`src/rtl/instr_sequencer.sv`:
```
// Fetch/decode/execute sequencer for the 4-bit processor: fetches 16-bit instructions
// over a req/ack handshake and drives the external ALU and register file.
module instr_sequencer #(
    parameter int unsigned PC_W = 8
) (
    input  logic            Clk,
    input  logic            Rst_N,
    input  logic            Run,
    output logic            Imem_Req,
    output logic [PC_W-1:0] Imem_Addr,
    input  logic            Imem_Ack,
    input  logic [15:0]     Imem_Data,
    output logic [3:0]      Alu_Opcode,
    input  logic [3:0]      Alu_Result,
    input  logic            Alu_Carry,
    input  logic            Alu_Zero,
    input  logic            Alu_Sign,
    output logic [2:0]      Reg_Addr_A,
    output logic [2:0]      Reg_Addr_B,
    output logic            Wr_En,
    output logic [3:0]      D_In,
    output logic            Flag_C,
    output logic            Flag_Z,
    output logic            Flag_S,
    output logic            Halted,
    output logic [PC_W-1:0] Pc
);

    localparam int unsigned IW   = 16;
    localparam int unsigned OP_W = 4;
    localparam int unsigned RA_W = 3;
    localparam int unsigned DW   = 4;

    localparam logic [2:0] S_FETCH  = 3'd0;
    localparam logic [2:0] S_DECODE = 3'd1;
    localparam logic [2:0] S_EXEC   = 3'd2;
    localparam logic [2:0] S_WB     = 3'd3;
    localparam logic [2:0] S_HALT   = 3'd4;

    localparam logic [OP_W-1:0] OP_LDI = 4'hC;
    localparam logic [OP_W-1:0] OP_JMP = 4'hD;
    localparam logic [OP_W-1:0] OP_JZ  = 4'hE;
    localparam logic [OP_W-1:0] OP_HLT = 4'hF;

    logic [2:0]      state_q, state_d;
    logic [PC_W-1:0] pc_q, pc_d;
    logic [IW-1:0]   ir_q, ir_d;
    logic            req_q, req_d;
    logic [OP_W-1:0] alu_op_q, alu_op_d;
    logic [RA_W-1:0] addr_a_q, addr_a_d;
    logic [RA_W-1:0] addr_b_q, addr_b_d;
    logic            wr_en_q, wr_en_d;
    logic [DW-1:0]   d_in_q, d_in_d;
    logic            flag_c_q, flag_c_d;
    logic            flag_z_q, flag_z_d;
    logic            flag_s_q, flag_s_d;
    logic            halted_q, halted_d;

    logic [OP_W-1:0] ir_op;
    logic [RA_W-1:0] ir_rd;
    logic [RA_W-1:0] ir_rs;
    logic [DW-1:0]   ir_imm;
    logic [PC_W-1:0] ir_target;

    assign ir_op     = ir_q[15:12];
    assign ir_rd     = ir_q[11:9];
    assign ir_rs     = ir_q[8:6];
    assign ir_imm    = ir_q[3:0];
    assign ir_target = PC_W'(ir_q[7:0]);

    always_ff @(posedge Clk or negedge Rst_N) begin
        if (!Rst_N) begin
            state_q  <= S_FETCH;
            pc_q     <= '0;
            ir_q     <= '0;
            req_q    <= 1'b0;
            alu_op_q <= '0;
            addr_a_q <= '0;
            addr_b_q <= '0;
            wr_en_q  <= 1'b0;
            d_in_q   <= '0;
            flag_c_q <= 1'b0;
            flag_z_q <= 1'b0;
            flag_s_q <= 1'b0;
            halted_q <= 1'b0;
        end else begin
            state_q  <= state_d;
            pc_q     <= pc_d;
            ir_q     <= ir_d;
            req_q    <= req_d;
            alu_op_q <= alu_op_d;
            addr_a_q <= addr_a_d;
            addr_b_q <= addr_b_d;
            wr_en_q  <= wr_en_d;
            d_in_q   <= d_in_d;
            flag_c_q <= flag_c_d;
            flag_z_q <= flag_z_d;
            flag_s_q <= flag_s_d;
            halted_q <= halted_d;
        end
    end

    // Outputs are computed one state ahead so they are valid during the state that owns them.
    always_comb begin
        state_d  = state_q;
        pc_d     = pc_q;
        ir_d     = ir_q;
        req_d    = req_q;
        alu_op_d = alu_op_q;
        addr_a_d = addr_a_q;
        addr_b_d = addr_b_q;
        wr_en_d  = 1'b0;
        d_in_d   = d_in_q;
        flag_c_d = flag_c_q;
        flag_z_d = flag_z_q;
        flag_s_d = flag_s_q;
        halted_d = halted_q;

        case (state_q)
            S_FETCH: begin
                if (!req_q) begin
                    if (Run) begin
                        req_d = 1'b1;
                    end
                end else if (Imem_Ack) begin
                    ir_d    = Imem_Data;
                    pc_d    = pc_q + PC_W'(1);
                    req_d   = 1'b0;
                    state_d = S_DECODE;
                end
            end
            S_DECODE: begin
                case (ir_op)
                    OP_LDI: begin
                        wr_en_d  = 1'b1;
                        d_in_d   = ir_imm;
                        addr_a_d = ir_rd;
                        addr_b_d = ir_rd;
                        state_d  = S_WB;
                    end
                    OP_JMP: begin
                        pc_d    = ir_target;
                        state_d = S_FETCH;
                    end
                    OP_JZ: begin
                        if (flag_z_q) begin
                            pc_d = ir_target;
                        end
                        state_d = S_FETCH;
                    end
                    OP_HLT: begin
                        halted_d = 1'b1;
                        state_d  = S_HALT;
                    end
                    default: begin
                        alu_op_d = ir_op;
                        addr_a_d = ir_rd;
                        addr_b_d = ir_rs;
                        state_d  = S_EXEC;
                    end
                endcase
            end
            S_EXEC: begin
                // Both write ports must target Rd during write-back.
                d_in_d   = Alu_Result;
                flag_c_d = Alu_Carry;
                flag_z_d = Alu_Zero;
                flag_s_d = Alu_Sign;
                wr_en_d  = 1'b1;
                addr_a_d = ir_rd;
                addr_b_d = ir_rd;
                state_d  = S_WB;
            end
            S_WB: begin
                state_d = S_FETCH;
            end
            S_HALT: begin
                state_d = S_HALT;
            end
            default: begin
                state_d = S_FETCH;
            end
        endcase
    end

    assign Imem_Req   = req_q;
    assign Imem_Addr  = pc_q;
    assign Pc         = pc_q;
    assign Alu_Opcode = alu_op_q;
    assign Reg_Addr_A = addr_a_q;
    assign Reg_Addr_B = addr_b_q;
    assign Wr_En      = wr_en_q;
    assign D_In       = d_in_q;
    assign Flag_C     = flag_c_q;
    assign Flag_Z     = flag_z_q;
    assign Flag_S     = flag_s_q;
    assign Halted     = halted_q;

endmodule
```
`config.mk`:
```
export PLATFORM = sky130hd
export DESIGN_NAME = instr_sequencer
export DESIGN_NICKNAME = d
export VERILOG_FILES = /design/src/rtl/instr_sequencer.sv
export SDC_FILE = /design/constraint.sdc
export NUM_CORES = 1
export LEC_CHECK = 0
export CAP_MARGIN = 20
export CORE_MARGIN = 3
export CORE_UTILIZATION = 51
export CTS_CLUSTER_DIAMETER = 100
export DETAILED_ROUTE_END_ITERATION = 12
export GPL_TIMING_DRIVEN = 0
export PLACE_DENSITY = 0.93
export SLEW_MARGIN = 20
export SYNTH_ARGS = -nofsm -noshare
export SYNTH_HDL_FRONTEND = slang
export SYNTH_SLANG_ARGS = --single-unit
```
`constraint.sdc`:
```
create_clock -name Clk -period 5.1 [get_ports Clk]
set_input_delay 1.275 -clock Clk [delete_from_list [all_inputs] [get_ports Clk]]
set_output_delay 1.275 -clock Clk [all_outputs]
set_load 0.01 [all_outputs]
```
Word level (Yosys, flattened, before mapping)
Index checks and enable logic that the tools add are counted.
{ "totals": {"reg_bits": 47, "inputBits": 27, "wordCells": 61, "out_inout_bits": 36} }
{ "op_classes": {"add_sub_neg": 1, "reduce_logical": 13, "n_eq_ne": 13, "mux": 20, "n_bitwise": 1} }
{ "op_table": {"columns": ["operator", "n"], "rows": [
  ["case mux 8 bit (2 select lines)", 2],
  ["2-to-1 mux 8 bit", 3],
  ["case mux 3 bit (2 select lines)", 3],
  ["equality test 4 bit, second input constant", 4],
  ["case mux 3 bit (4 select lines)", 1],
  ["AND reduction 2 bit", 5],
  ["2-to-1 mux 3 bit", 3],
  ["case mux 3 bit (3 select lines)", 1],
  ["adder 8 x 1 -> 8 bit, second input constant", 1],
  ["case mux 4 bit (2 select lines)", 1],
  ["!= test 2 bit, second input constant", 3],
  ["AND reduction 5 bit", 1],
  ["2-to-1 mux 1 bit", 4],
  ["2-to-1 mux 4 bit", 1],
  ["nonzero test 2 bit", 2],
  ["OR reduction 4 bit", 1],
  ["equality test 3 x 1 -> 1 bit, second input constant", 1],
  ["equality test 3 x 2 -> 1 bit, second input constant", 1],
  ["equality test 3 bit, second input constant", 1],
  ["logical NOT 3 bit", 1],
  ["!= test 3 x 2 -> 1 bit, second input constant", 1],
  ["!= test 3 bit, second input constant", 1],
  ["AND reduction 3 bit", 1],
  ["OR reduction 3 bit", 1],
  ["4 further kinds", 4]
]} }

Longest topological paths before layout
{ "depth": {"depth_word": 4, "depth_mapped": 7, "depth_no_buf": 4} }

Least setup slack after synthesis
Ideal clock, no wire load.
{ "synth_path": {"path_type": "input -> register", "startpoint": "input port Imem_Ack", "endpoint": "register pc_q[3], in the netlist Imem_Addr[3]", "required_ns": 4.979, "setup_time_ns": 0.121, "slack_ns": 2.986, "stages": 4, "n_path_buf": 1, "t_arrival_ns": 1.992, "cell_sequence": "nand3_1 > clkbuf_1 > a21oi_1 > o22a_1"} }
{ "synth_via": {"elab_chain_cells": 2} }
{ "synth_lines": {"columns": ["element", "line", "source"], "rows": [
  ["start: declaration", "11", "input logic Imem_Ack,"],
  ["!= test 2 bit (no line)", null, null],
  ["AND reduction 5 bit (no line)", null, null],
  ["end signal: assignment", "88", "pc_q <= pc_d;"],
  ["end: declaration", "46", "logic [PC_W-1:0] pc_q, pc_d;"]
]} }
No other way between the ends.
A chain may end at the register's enable or synchronous reset.

Final worst setup path
{ "layout_path": {"startpoint": "register pc_q[3], in the netlist Imem_Addr[3]", "endpoint": "output port Pc[3]"} }
{ "layout_rtl": {"columns": ["element", "line", "source"], "rows": [
  ["end: declaration", "26", "output logic [PC_W-1:0] Pc"]
]} }
No word-level cell between the ends.

==> results.ini <==
[run_status]
outcome=finished, final reports clean

[floorplan]
core_area_um2=4060
die_w_um=71.2
boundaryPins=63
fp-row-count=23
design.die.area_um2=5060
initial_core_util=0.534
die_h_um=71.2

[critical_path]
crit_required_ns=3.83
r2r_start=state_q[1]
endpoint_kind=output pin
timing.rr.end=ir_q[6]
critical_path.max_fanout=8
path_class=flip-flop to output pin
r2r_cells=6
cp.arrival_ns=1.44
startpoint_type=flip-flop
ff2ff_setup_slack_ns=3.14

[sta]
finalCritPeriodShare=0.532
grt_setup_unrepaired=false
relSlewSlack=0.626
fmax_ghz=0.369
setup_tns_ns=0
maxSlewViolCount=0
min_period_ns=2.71
fin_skew_ns=0.00330
setup_viol_count_final=0
max_slew.worst_pin.slew_ns=0.553
final_hold_viol_count=0

[power]
clkPwrFrac=0.164
power.leakage_uw=0.00138
seqPwrFrac=0.365
pwr-share-comb=0.471
ir_drop_v=0.000367
sw_frac_of_total=0.360
power.density_nw_per_um2=644
p_int_uw=1230
power.switching_uw=695

[cts]
clock_latency_ns=0.29
clock_path_buffers=2
cts_resized=0
clkTransAtPathRegs_ns=0.08
cts_buffers=5
root_buffer=clkbuf_8
clock-sinks=47
htreeDepth=2
cts_setup_buffers=0
cts_tree=yes
cts_hold_buf=0

[synthesis]
synth.ff_latch_count=47
synth_top_cell_by_area=dfrtp_1
synthCells=220
synth.net_count=248
ys_types=35
yosys_warnings=0
netlist_area_um2=2170
synth_top_area_frac=0.543
synth_area_per_cell_um2=9.84
synthTopCellsByArea=dfrtp_1 54%, nand2_1 11%, mux2_2 4.2%
synth-seq-area-share=0.543

[final_layout]
final_cell_mix=61 x nand2_1, 61 x clkdlybuf4s50_1, 47 x dfrtp_1
fillers=300
drive_gt1_frac=0.113
layoutNonFillerInstCount=341
layout.nets=318
areaGrowthSynthToFinish_pct=38.4
num_antenna_cells=0
multiInputGateArea_um2=857
seq_area_um2=1180

[hold_path]
hold_path_depth=2
hold_start=ir_q[5]
min_to=ir_q[5]
hp-class=flip-flop to flip-flop

[global_route]
gr-usage-met3=0.0526
grt_max_degree=27
antenna_found_initial=0
grt_busiest_layer=met2
grt_use_met2=0.345
grt.overflow.total=0
grt_pass1_wl_mm=8.35
grt_pass1_vias=1801
grtUsageTotal=0.210
use_met1=0.277

[detailed_routing]
via_per_inst=5.38
drc=0
drt_first_iter_violations=143
wire_per_inst_um=14.7
routed_wl_mm=5.01
ant_nets=0
routed-via-count=1836
dr.pass1.iters=4

[placement]
dp_cells=333
post-dp-hpwl_mm=3.58
portBuffers=62
gp_congestion=0.872

[job]
cap_viol_max_count=0

per-layer routing:
metal	routed length, um	part of all wire
met3	258	0.051
met1	2110	0.42
met5	0	0
met2	2550	0.51
met4	92	0.018
critical path, stage by stage, from the launching register on:
cell             delay (ns)
dfrtp_1                0.48
buf_4                  0.15
clkdlybuf4s50_1        0.52
power groups by stage:
stage	combinational (uW)	sequential (uW)	clock (uW)
detailed placement	907	709	0
finish	909	705	316
floorplan	478	719	0
global placement	877	697	0
global route	997	731	339
CTS	918	703	320
worst max-delay path by stage:
stage | slack, ns | start | endpoint
2_1_floorplan | 2.99 | Imem_Ack | Imem_Addr[3]
3_3_place_gp | 1.54 | Rst_N | Imem_Addr[3]
3_5_place_dp | 2.17 | Imem_Ack | ir_q[6]
4_1_cts | 2.38 | Imem_Addr[3] | Pc[3]
5_1_grt | 2.32 | Imem_Addr[3] | Pc[3]
6_report | 2.39 | Imem_Addr[3] | Pc[3]
synthesized netlist by cell type:
cell type	count
or3b_1	1
nor4bb_1	1
o21bai_1	1
a22oi_1	2
nand2b_1	1
a21oi_1	8
mux2_2	8
buf_6	3
nand4_1	1
a21oi_2	1
clkbuf_1	5
o21ai_0	9
buf_4	8
a31oi_1	6
inv_1	4
a2bb2oi_1	1
nand3_1	5
buf_2	1
nor2_1	16
nor3_1	2
o22a_1	2
a211o_1	1
ha_1	1
o31ai_2	1
nor3b_2	1
and3_1	4
nand3b_1	1
and2_4	1
o2bb2a_1	3
dfrtp_1	47
o211ai_1	1
nand2_1	61
mux2i_1	8
o22ai_1	3
nor3b_1	1
state kept, by name, summed over array words and instances, names as in the netlist, 3 cells and up:
register,flops
D_In,4
Imem_Addr,8
Reg_Addr_A,3
state_q,3
Reg_Addr_B,3
Alu_Opcode,4
ir_q,16
kinds of logic (layout without fill, tap and decap cells):
family                     after synthesis  after routing  share of synthesized area
and+or+nand+nor                         96             96                      0.192
DFF                                     47             47                      0.543
AOI/OAI and AO/OA                       39             39                      0.119
buffers and inverters                   21             92                     0.0612
muxes                                   16             16                     0.0786
adders and majority gates                1              1                    0.00578
through the flow:
| step | total power (uW) | hold slack (ns) | setup WS, ns | util | area (um^2) |
|---|---|---|---|---|---|
| 3_3_place_gp | 1570 | 0.459 | 1.54 | 0.702 | 2850 |
| 5_1_grt | 2070 | 0.505 | 2.32 | 0.739 | 3000 |
| 6_report | 1930 | 0.484 | 2.39 | 0.739 | 3000 |
| 4_1_cts | 1940 | 0.490 | 2.38 | 0.739 | 3000 |
| 3_5_place_dp | 1620 | 0.468 | 2.17 | 0.706 | 2860 |
| 2_1_floorplan | 1200 | 0.445 | 2.99 | - | 2170 |
cell type report:
type	count	share of cell area
clock inverter	2	0.0200
multi-input combinational	152	0.286
buffer	17	0.0392
tap	50	0.0209
timing repair buffer	63	0.212
sequential	47	0.392
clock buffer	6	0.0242
inverter	4	0.00501
(Power assumes the default switching activity.)
